===== src/rtl/fft_pkg.sv =====
// Shared definitions for the FFT output-side blocks: default sizes, reader
// states and the index reversal used by both RTL and benches.
package fft_pkg;

  localparam int WIDTH_DEF = 32;
  localparam int N_DEF     = 16;
  localparam int LOG2N     = $clog2(N_DEF);

  typedef enum logic {
    IDLE = 1'b0,
    READ = 1'b1
  } rd_state_e;

  // rev_mode != 0 reverses base-4 digits (log2n must be even), else reverses bits.
  function automatic int rev_index(input int idx, input int log2n, input int rev_mode);
    int r;
    int v;
    r = 0;
    v = idx;
    for (int b = 0; b < 32; b++) begin
      if (rev_mode != 0) begin
        if (2 * b < log2n) begin
          r = (r << 2) | (v & 3);
          v = v >> 2;
        end
      end else if (b < log2n) begin
        r = (r << 1) | (v & 1);
        v = v >> 1;
      end
    end
    return r;
  endfunction

endpackage


===== src/rtl/fft_output_reorder_if.sv =====
// Streaming bus between the FFT core, the reorder buffer and its consumer.
interface fft_output_reorder_if #(
  parameter int WIDTH = 32,
  parameter int N     = 16
);
  localparam int LW = $clog2(N);

  logic                    input_en;
  logic signed [WIDTH-1:0] input_real;
  logic signed [WIDTH-1:0] input_imag;
  logic                    output_en;
  logic signed [WIDTH-1:0] output_real;
  logic signed [WIDTH-1:0] output_imag;
  logic [LW-1:0]           output_index;
  logic                    output_last;

  modport slave (
    input  input_en, input_real, input_imag,
    output output_en, output_real, output_imag, output_index, output_last
  );

  modport master (
    output input_en, input_real, input_imag,
    input  output_en, output_real, output_imag, output_index, output_last
  );
endinterface


===== src/rtl/fft_reorder_bank.sv =====
// Ping-pong storage: 2^AW words, synchronous write, asynchronous read.
module fft_reorder_bank #(
  parameter int DW = 64,
  parameter int AW = 5
) (
  input  logic          clock,
  input  logic          we_i,
  input  logic [AW-1:0] waddr_i,
  input  logic [DW-1:0] wdata_i,
  input  logic [AW-1:0] raddr_i,
  output logic [DW-1:0] rdata_o
);
  logic [DW-1:0] mem_q [2**AW];

  always_ff @(posedge clock) begin
    if (we_i) mem_q[waddr_i] <= wdata_i;
  end

  assign rdata_o = mem_q[raddr_i];
endmodule


===== src/rtl/fft_output_reorder.sv =====
// Reorders digit/bit-reversed FFT bins into natural order through a two-bank
// ping-pong buffer; adds bin index and end-of-frame sideband.
module fft_output_reorder
  import fft_pkg::*;
#(
  parameter int WIDTH    = WIDTH_DEF,
  parameter int N        = N_DEF,
  parameter int REV_MODE = 1
) (
  input  logic clock,
  input  logic reset,
  fft_output_reorder_if.slave bus
);
  localparam int LW = $clog2(N);

  logic [LW-1:0]           wcnt_q, wcnt_d, rcnt_q, rcnt_d, idx_q, idx_d, wrev;
  logic                    wbank_q, wbank_d, rbank_q, rbank_d;
  logic [1:0]              full_q, full_d;
  rd_state_e               state_q, state_d;
  logic                    en_q, en_d, last_q, last_d;
  logic signed [WIDTH-1:0] re_q, re_d, im_q, im_d;
  logic [2*WIDTH-1:0]      rdata;

  assign wrev = LW'(rev_index(int'(wcnt_q), LW, REV_MODE));

  fft_reorder_bank #(.DW(2 * WIDTH), .AW(LW + 1)) u_bank (
    .clock   (clock),
    .we_i    (bus.input_en),
    .waddr_i ({wbank_q, wrev}),
    .wdata_i ({bus.input_real, bus.input_imag}),
    .raddr_i ({rbank_q, rcnt_q}),
    .rdata_o (rdata)
  );

  always_comb begin
    wcnt_d  = wcnt_q;
    wbank_d = wbank_q;
    rcnt_d  = rcnt_q;
    rbank_d = rbank_q;
    full_d  = full_q;
    state_d = state_q;
    idx_d   = idx_q;
    re_d    = re_q;
    im_d    = im_q;
    en_d    = 1'b0;
    last_d  = 1'b0;

    if (bus.input_en) begin
      wcnt_d = wcnt_q + 1'b1;
      if (wcnt_q == LW'(N - 1)) begin
        full_d[wbank_q] = 1'b1;
        wbank_d         = ~wbank_q;
      end
    end

    case (state_q)
      IDLE: if (full_q[rbank_q]) state_d = READ;
      READ: begin
        re_d   = $signed(rdata[2*WIDTH-1:WIDTH]);
        im_d   = $signed(rdata[WIDTH-1:0]);
        idx_d  = rcnt_q;
        en_d   = 1'b1;
        last_d = (rcnt_q == LW'(N - 1));
        rcnt_d = rcnt_q + 1'b1;
        if (rcnt_q == LW'(N - 1)) begin
          full_d[rbank_q] = 1'b0;
          rbank_d         = ~rbank_q;
          // full_d already includes a fill landing on this same edge.
          if (!full_d[~rbank_q]) state_d = IDLE;
        end
      end
      default: state_d = IDLE;
    endcase
  end

  always_ff @(posedge clock or negedge reset) begin
    if (!reset) begin
      wcnt_q  <= '0;
      wbank_q <= 1'b0;
      rcnt_q  <= '0;
      rbank_q <= 1'b0;
      full_q  <= '0;
      state_q <= IDLE;
      idx_q   <= '0;
      re_q    <= '0;
      im_q    <= '0;
      en_q    <= 1'b0;
      last_q  <= 1'b0;
    end else begin
      wcnt_q  <= wcnt_d;
      wbank_q <= wbank_d;
      rcnt_q  <= rcnt_d;
      rbank_q <= rbank_d;
      full_q  <= full_d;
      state_q <= state_d;
      idx_q   <= idx_d;
      re_q    <= re_d;
      im_q    <= im_d;
      en_q    <= en_d;
      last_q  <= last_d;
    end
  end

  assign bus.output_en    = en_q;
  assign bus.output_last  = last_q;
  assign bus.output_real  = re_q;
  assign bus.output_imag  = im_q;
  assign bus.output_index = idx_q;
endmodule


===== src/flat_wrapper.sv =====
// flat-port wrapper written by rule: the top's interface ports become plain ports
module fft_output_reorder_flat import fft_pkg::*;
#(
  parameter int WIDTH    = WIDTH_DEF,
  parameter int N        = N_DEF,
  parameter int REV_MODE = 1
)
  (clock, reset, bus_input_en, bus_input_real, bus_input_imag, bus_output_en, bus_output_real, bus_output_imag, bus_output_index, bus_output_last);
  fft_output_reorder_if #(.WIDTH(WIDTH), .N(N)) bus_i ();
  input  logic clock;
  input  logic reset;
  input wire logic [$bits(bus_i.input_en)-1:0] bus_input_en;
  input wire logic [$bits(bus_i.input_real)-1:0] bus_input_real;
  input wire logic [$bits(bus_i.input_imag)-1:0] bus_input_imag;
  output wire logic [$bits(bus_i.output_en)-1:0] bus_output_en;
  output wire logic [$bits(bus_i.output_real)-1:0] bus_output_real;
  output wire logic [$bits(bus_i.output_imag)-1:0] bus_output_imag;
  output wire logic [$bits(bus_i.output_index)-1:0] bus_output_index;
  output wire logic [$bits(bus_i.output_last)-1:0] bus_output_last;
  assign bus_i.input_en = bus_input_en;
  assign bus_i.input_real = bus_input_real;
  assign bus_i.input_imag = bus_input_imag;
  assign bus_output_en = bus_i.output_en;
  assign bus_output_real = bus_i.output_real;
  assign bus_output_imag = bus_i.output_imag;
  assign bus_output_index = bus_i.output_index;
  assign bus_output_last = bus_i.output_last;
  fft_output_reorder #(.WIDTH(WIDTH), .N(N), .REV_MODE(REV_MODE)) u_core (.clock(clock), .reset(reset), .bus(bus_i));
endmodule

===== config.mk =====
export PLATFORM = sky130hd
export DESIGN_NAME = fft_output_reorder_flat
export DESIGN_NICKNAME = d
export VERILOG_FILES = /design/src/rtl/fft_pkg.sv /design/src/rtl/fft_output_reorder_if.sv /design/src/rtl/fft_reorder_bank.sv /design/src/rtl/fft_output_reorder.sv /design/src/flat_wrapper.sv
export SDC_FILE = /design/constraint.sdc
export NUM_CORES = 2
export LEC_CHECK = 0
export CELL_PAD_IN_SITES_DETAIL_PLACEMENT = 1
export CELL_PAD_IN_SITES_GLOBAL_PLACEMENT = 1
export CORE_ASPECT_RATIO = 1.4
export CORE_MARGIN = 1
export CORE_UTILIZATION = 40
export CTS_CLUSTER_DIAMETER = 60
export CTS_CLUSTER_SIZE = 40
export DETAILED_ROUTE_END_ITERATION = 16
export GPL_ROUTABILITY_DRIVEN = 0
export PLACE_DENSITY = 0.67
export SYNTH_ARGS = -nofsm -noshare
export SYNTH_HDL_FRONTEND = slang
export SYNTH_HIERARCHICAL = 1
export SYNTH_SLANG_ARGS = --single-unit

===== constraint.sdc =====
create_clock -name clock -period 4.3 [get_ports clock]
set_input_delay 0.43 -clock clock [delete_from_list [all_inputs] [get_ports clock]]
set_output_delay 0.43 -clock clock [all_outputs]
set_load 0.01 [all_outputs]

======== Word level (Yosys, flattened, before mapping) ========
Memory sizes are Yosys's and may differ from the RTL's. A register that Yosys moved wholly into a read port is not among the register bits.
Cells that the tools add are included.
word-level totals
  logic and storage cells ................. 51
  memory bits (read-only) ................. 0
  bits in latches ......................... 0
  register bits ........................... 19
  memory bits (writable) .................. 2048
  input port bits ......................... 67
  memories kept ........................... 1
  output and inout port bits .............. 70
operators by class
  $lt $le $gt $ge ......................... 5
  divide/modulo/power cells ............... 0
  equality and inequality tests ........... 2
  multiplexer cells ....................... 20
  shift-type cells ........................ 0
  bitwise logic cells ..................... 7
  multipliers ............................. 0
  add/subtract/negate cells ............... 2
  reductions and logical operators ........ 5
memory list
  memory               depth  width  read ports  clocked after memory_dff  write ports  line                    source
  u_core.u_bank.mem_q  32     64     1           1                         1            fft_reorder_bank.sv:13  logic [DW-1:0] mem_q [2**AW];
operator list
  kind                 number
  $mux 1               13
  $add 4x1->4 const B  2
  $eq 4x4->1 const B   2
  $mux 2               4
  $lt 1x2->1 const B   3
  $or 4x2->4           1
  $reduce_and 2->1     2
  $not 1->1            3
  $and 2x2->2          1
  $demux 1 s1          2
  $ge 1x1->1 const B   2
  $logic_and 1x1->1    2
  $not 2->2            1
  $or 2x2->2           1
  $pmux 1 s2           1
  $logic_not 1->1      1

======== Longest topological paths before layout ========
  depth in word-level cells ............... 13
  depth in mapped cells ................... 10
  depth with buffers taken out ............ 5

======== Hierarchy ========
The synthesis kept the hierarchy.
modules (own cells, without submodules)
  module              times used  area an instance (um2)  sequential area each (um2)  cells an instance
  fft_reorder_bank    1           77683.3                 61499.0                     3033
  fft_output_reorder  1           3209.3                  2077.0                      189

======== Worst setup path after synthesis ========
Ideal clock, no wire load.
  path kind ............................... reg2reg
  start point ............................. reg u_core.wcnt_q[3]
  end point ............................... mem u_core.u_bank.mem_q[28][0] (enable)
  cell stages (with the launch flop) ...... 4
  path slack .............................. 60 ps
  data required time ...................... 3813 ps
  arrival time ............................ 3754 ps
  buffers on the path ..................... 1
  clock period less this slack ............ 4240 ps
  library setup time ...................... 487 ps
  cell sequence ........................... dfrtp_1 -> or3b_2 -> clkbuf_1 -> nor2_1
between the ends
  word-level cells in the longest chain between the ends .. 1
RTL lines
  element                 line                      source
  start, declared         fft_output_reorder.sv:16  logic [LW-1:0] wcnt_q, wcnt_d, rcnt_q, rcnt_d, idx_q, idx_d, wrev;
  start signal, assigned  fft_output_reorder.sv:90  wcnt_q <= wcnt_d;
  $or 4x2->4              fft_pkg.sv:23             r = (r << 2) | (v & 3);
  end, declared           fft_reorder_bank.sv:13
No other way between the ends.

==> metrics.yaml <==
synth-seq-area-share: 0.786
area_delta_synth_final_pct: 12.4
row_count: 194
cts.path.max_buffers: 3
yosysWarnings: 6
dp.final_hpwl_um: 108000
drv_slew: 0
synth.most_common_cell: "edfxtp_1"
final_core_utilization: 0.454
synthArstFlopShare: 0.0389
multi_input_area_mm2: 0.0167
yosysTopAreaCell: "edfxtp_1"
cts-htree-levels: 3
worst_path_largest_cell_delay_ns: 0.71
fillCellCount: 17700
totalPowerFinal_uw: 56200
numCtsBuffers: 110
period_needed_ns: 3.16
dp.cells: 5975
synthesis.area_mm2: 0.0809
clk_pin_slew_worst_paths_ns: 0.11
portBuffers: 136
core_area_mm2: 0.200
syn_inst: 3222
die_y_um: 534
die_area_mm2: 0.204
p_per_area_mw_per_mm2: 618
drive_above_1_share: 0.319
rrSetupSlack_ns: 1.14
cts_resized: 0
cp_max_fo: 33
tightest_slew_ns: 1.27
p_leak_uw: 0.0278
worstSetupPathType: "reg -> reg"
synth_top_area_share: 0.760
start_util: 0.404
root_buffer: "clkbuf_16"
fin_nets: 3511
rsz0062_at_grt: "false"
setup_violations: 0
maxSlewHeadroom: 0.150
synth.area.top_cells: "edfxtp_1 76%, mux4_2 17%, dfrtp_1 2.6%"
via_per_inst: 5.83
setup_ws_ns: 1.14
wl_per_cell_um: 33.2
fin_setup_tns_ns: 0
ys_types: 44
overflow: 0
maxCapViolCount: 0
cp_cell_sequence: "buf_4 -> mux4_2 -> mux4_2 -> mux2_2 -> mux2_2"
startpoint_type: "flop"
cp_top_family: "multiplexers"
fp.dieW_um: 382
drtIter0Drc: 3727
hold_class: "in -> async"
drc: 0
skew_ns: 0.0349
grt_max_degree: 60
ant_nets: 0
grt_pass1_wl_um: 290000
synthTopCellsByCount: "2048 x edfxtp_1, 602 x mux4_2, 144 x mux2_2"
cts_hold_buffers: 1
io_pins: 137
post_cts_buffers: 0
ir_drop_v: 0.000440
antenna_found_initial: 14
num_vias: 36000
cts_sinks: 2131
clock_latency_ns: 0.80
track_usage: 0.201
synth_edf_count: 2048
pre_cts_ws_ns: 1.03
firstDrtPassIters: 5
wl_um: 206000
status: "completed"
synth_flop_cell: "edfxtp_1"
cts_tree: "built"
instances_no_fill: 6188
end_kind: "flop"
post_synth.cell_area_avg_um2: 25.1
period_share: 0.735
hold_viol: 0
grt_pass1_vias: 38000
synth_fp_nets: 3291
path_buf_inv: 1
cp_slowest_cell: "dfrtp_4"
synth_seq_cells: 2131
cp.required_ns: 4.99
fmax_ghz: 0.316
cp.arrival_ns: 3.85
seq_area_mm2: 0.0636
[worst reg2reg max path, cell delays in order, from the launching register on]
cell	delay, ns
dfrtp_4	0.71
buf_4	0.66
mux4_2	0.62
mux4_2	0.52
mux2_2	0.29
mux2_2	0.26
[report_power, final]
part / internal [uW] / switching (uW)
combinational: 8820 / 8440
clock: 5670 / 7410
sequential: 24600 / 1180
total: 39100 / 17000
[logic make-up (layout without fill, tap and decap cells)]
kind of cell,after synthesis,in the layout,share of synthesized area
compound gates,56,56,0.00538
xor+xnor,8,8,0.000866
fa+ha+maj,2,2,0.000309
buf+inv,167,485,0.0105
flops,2131,2131,0.786
mux,784,784,0.192
other cells,0,2,0
simple gates,74,74,0.00469
[state kept, by name, summed over array words and instances, names as in the netlist]
name and cells:
u_core/bus.output_en 1, u_core/bus.output_imag 32, u_core/bus.output_index 4, u_core/bus.output_last 1, u_core/bus.output_real 32, u_core/full_q 2
u_core/rbank_q 1, u_core/rcnt_q 4, u_core/state_q 1, u_core/u_bank/mem_q 2048, u_core/wbank_q 1, u_core/wcnt_q 4
[layer usage]
metal,GRT usage,routed length (um),up-vias
met3,0.0264,11100,199
met5,0,52,-
met2,0.360,109000,1163
met1,0.262,82200,20300
met4,0.0403,3470,10
li1,-,-,14300
[per-stage QoR]
stage	hold slack (ns)	cell area, um2
floorplan	0.134	80900
global placement	0.491	86800
detailed placement	0.499	86800
CTS	0.242	90900
global route	0.285	90900
finish	0.240	90900
[layout make-up]
class,count,area share
flip-flops and latches,2131,0.700
multi-input cells,924,0.184
well taps,2646,0.0364
repair buffers,272,0.0345
clock buffers,118,0.0313
clock inverters,92,0.0140
inverters,3,0.000124
diodes,2,0.0000551
[placed cells by master (no fill, tap or decap), types with 4 or more instances in the layout]
master / n
dfrtp_4: 6
nor2_1: 10
edfxtp_1: 2048
buf_12: 60
inv_12: 10
o21ai_0: 9
inv_8: 19
clkbuf_16: 112
nor2_4: 32
mux2_2: 144
xnor2_1: 5
mux2i_1: 38
buf_4: 75
clkinv_1: 6
clkinvlp_4: 4
clkinv_16: 4
nand3b_1: 5
inv_16: 6
clkinv_8: 15
nor2b_1: 4
a221oi_1: 12
clkinv_2: 4
nand2_1: 5
dfrtp_1: 77
clkbuf_1: 4
bufinv_16: 6
inv_6: 15
o22ai_1: 10
clkdlybuf4s50_1: 135
mux4_2: 602
[final timing paths]
path	startpoint	to	cells after the start
hold reg to reg	u_core/bus.output_real[4]	u_core/bus.output_real[4]	1
setup reg to reg	u_core/rcnt_q[0]	u_core/bus.output_imag[10]	5
min in group clock	u_core/bus.output_real[4]	u_core/bus.output_real[4]	1
hold / removal	reset	u_core/bus.output_real[21]	2
max in group asynchronous	reset	u_core/bus.output_imag[7]	3
setup / recovery	u_core/rcnt_q[0]	u_core/bus.output_imag[10]	5
Note: power is estimated with default switching activity, not from simulation.
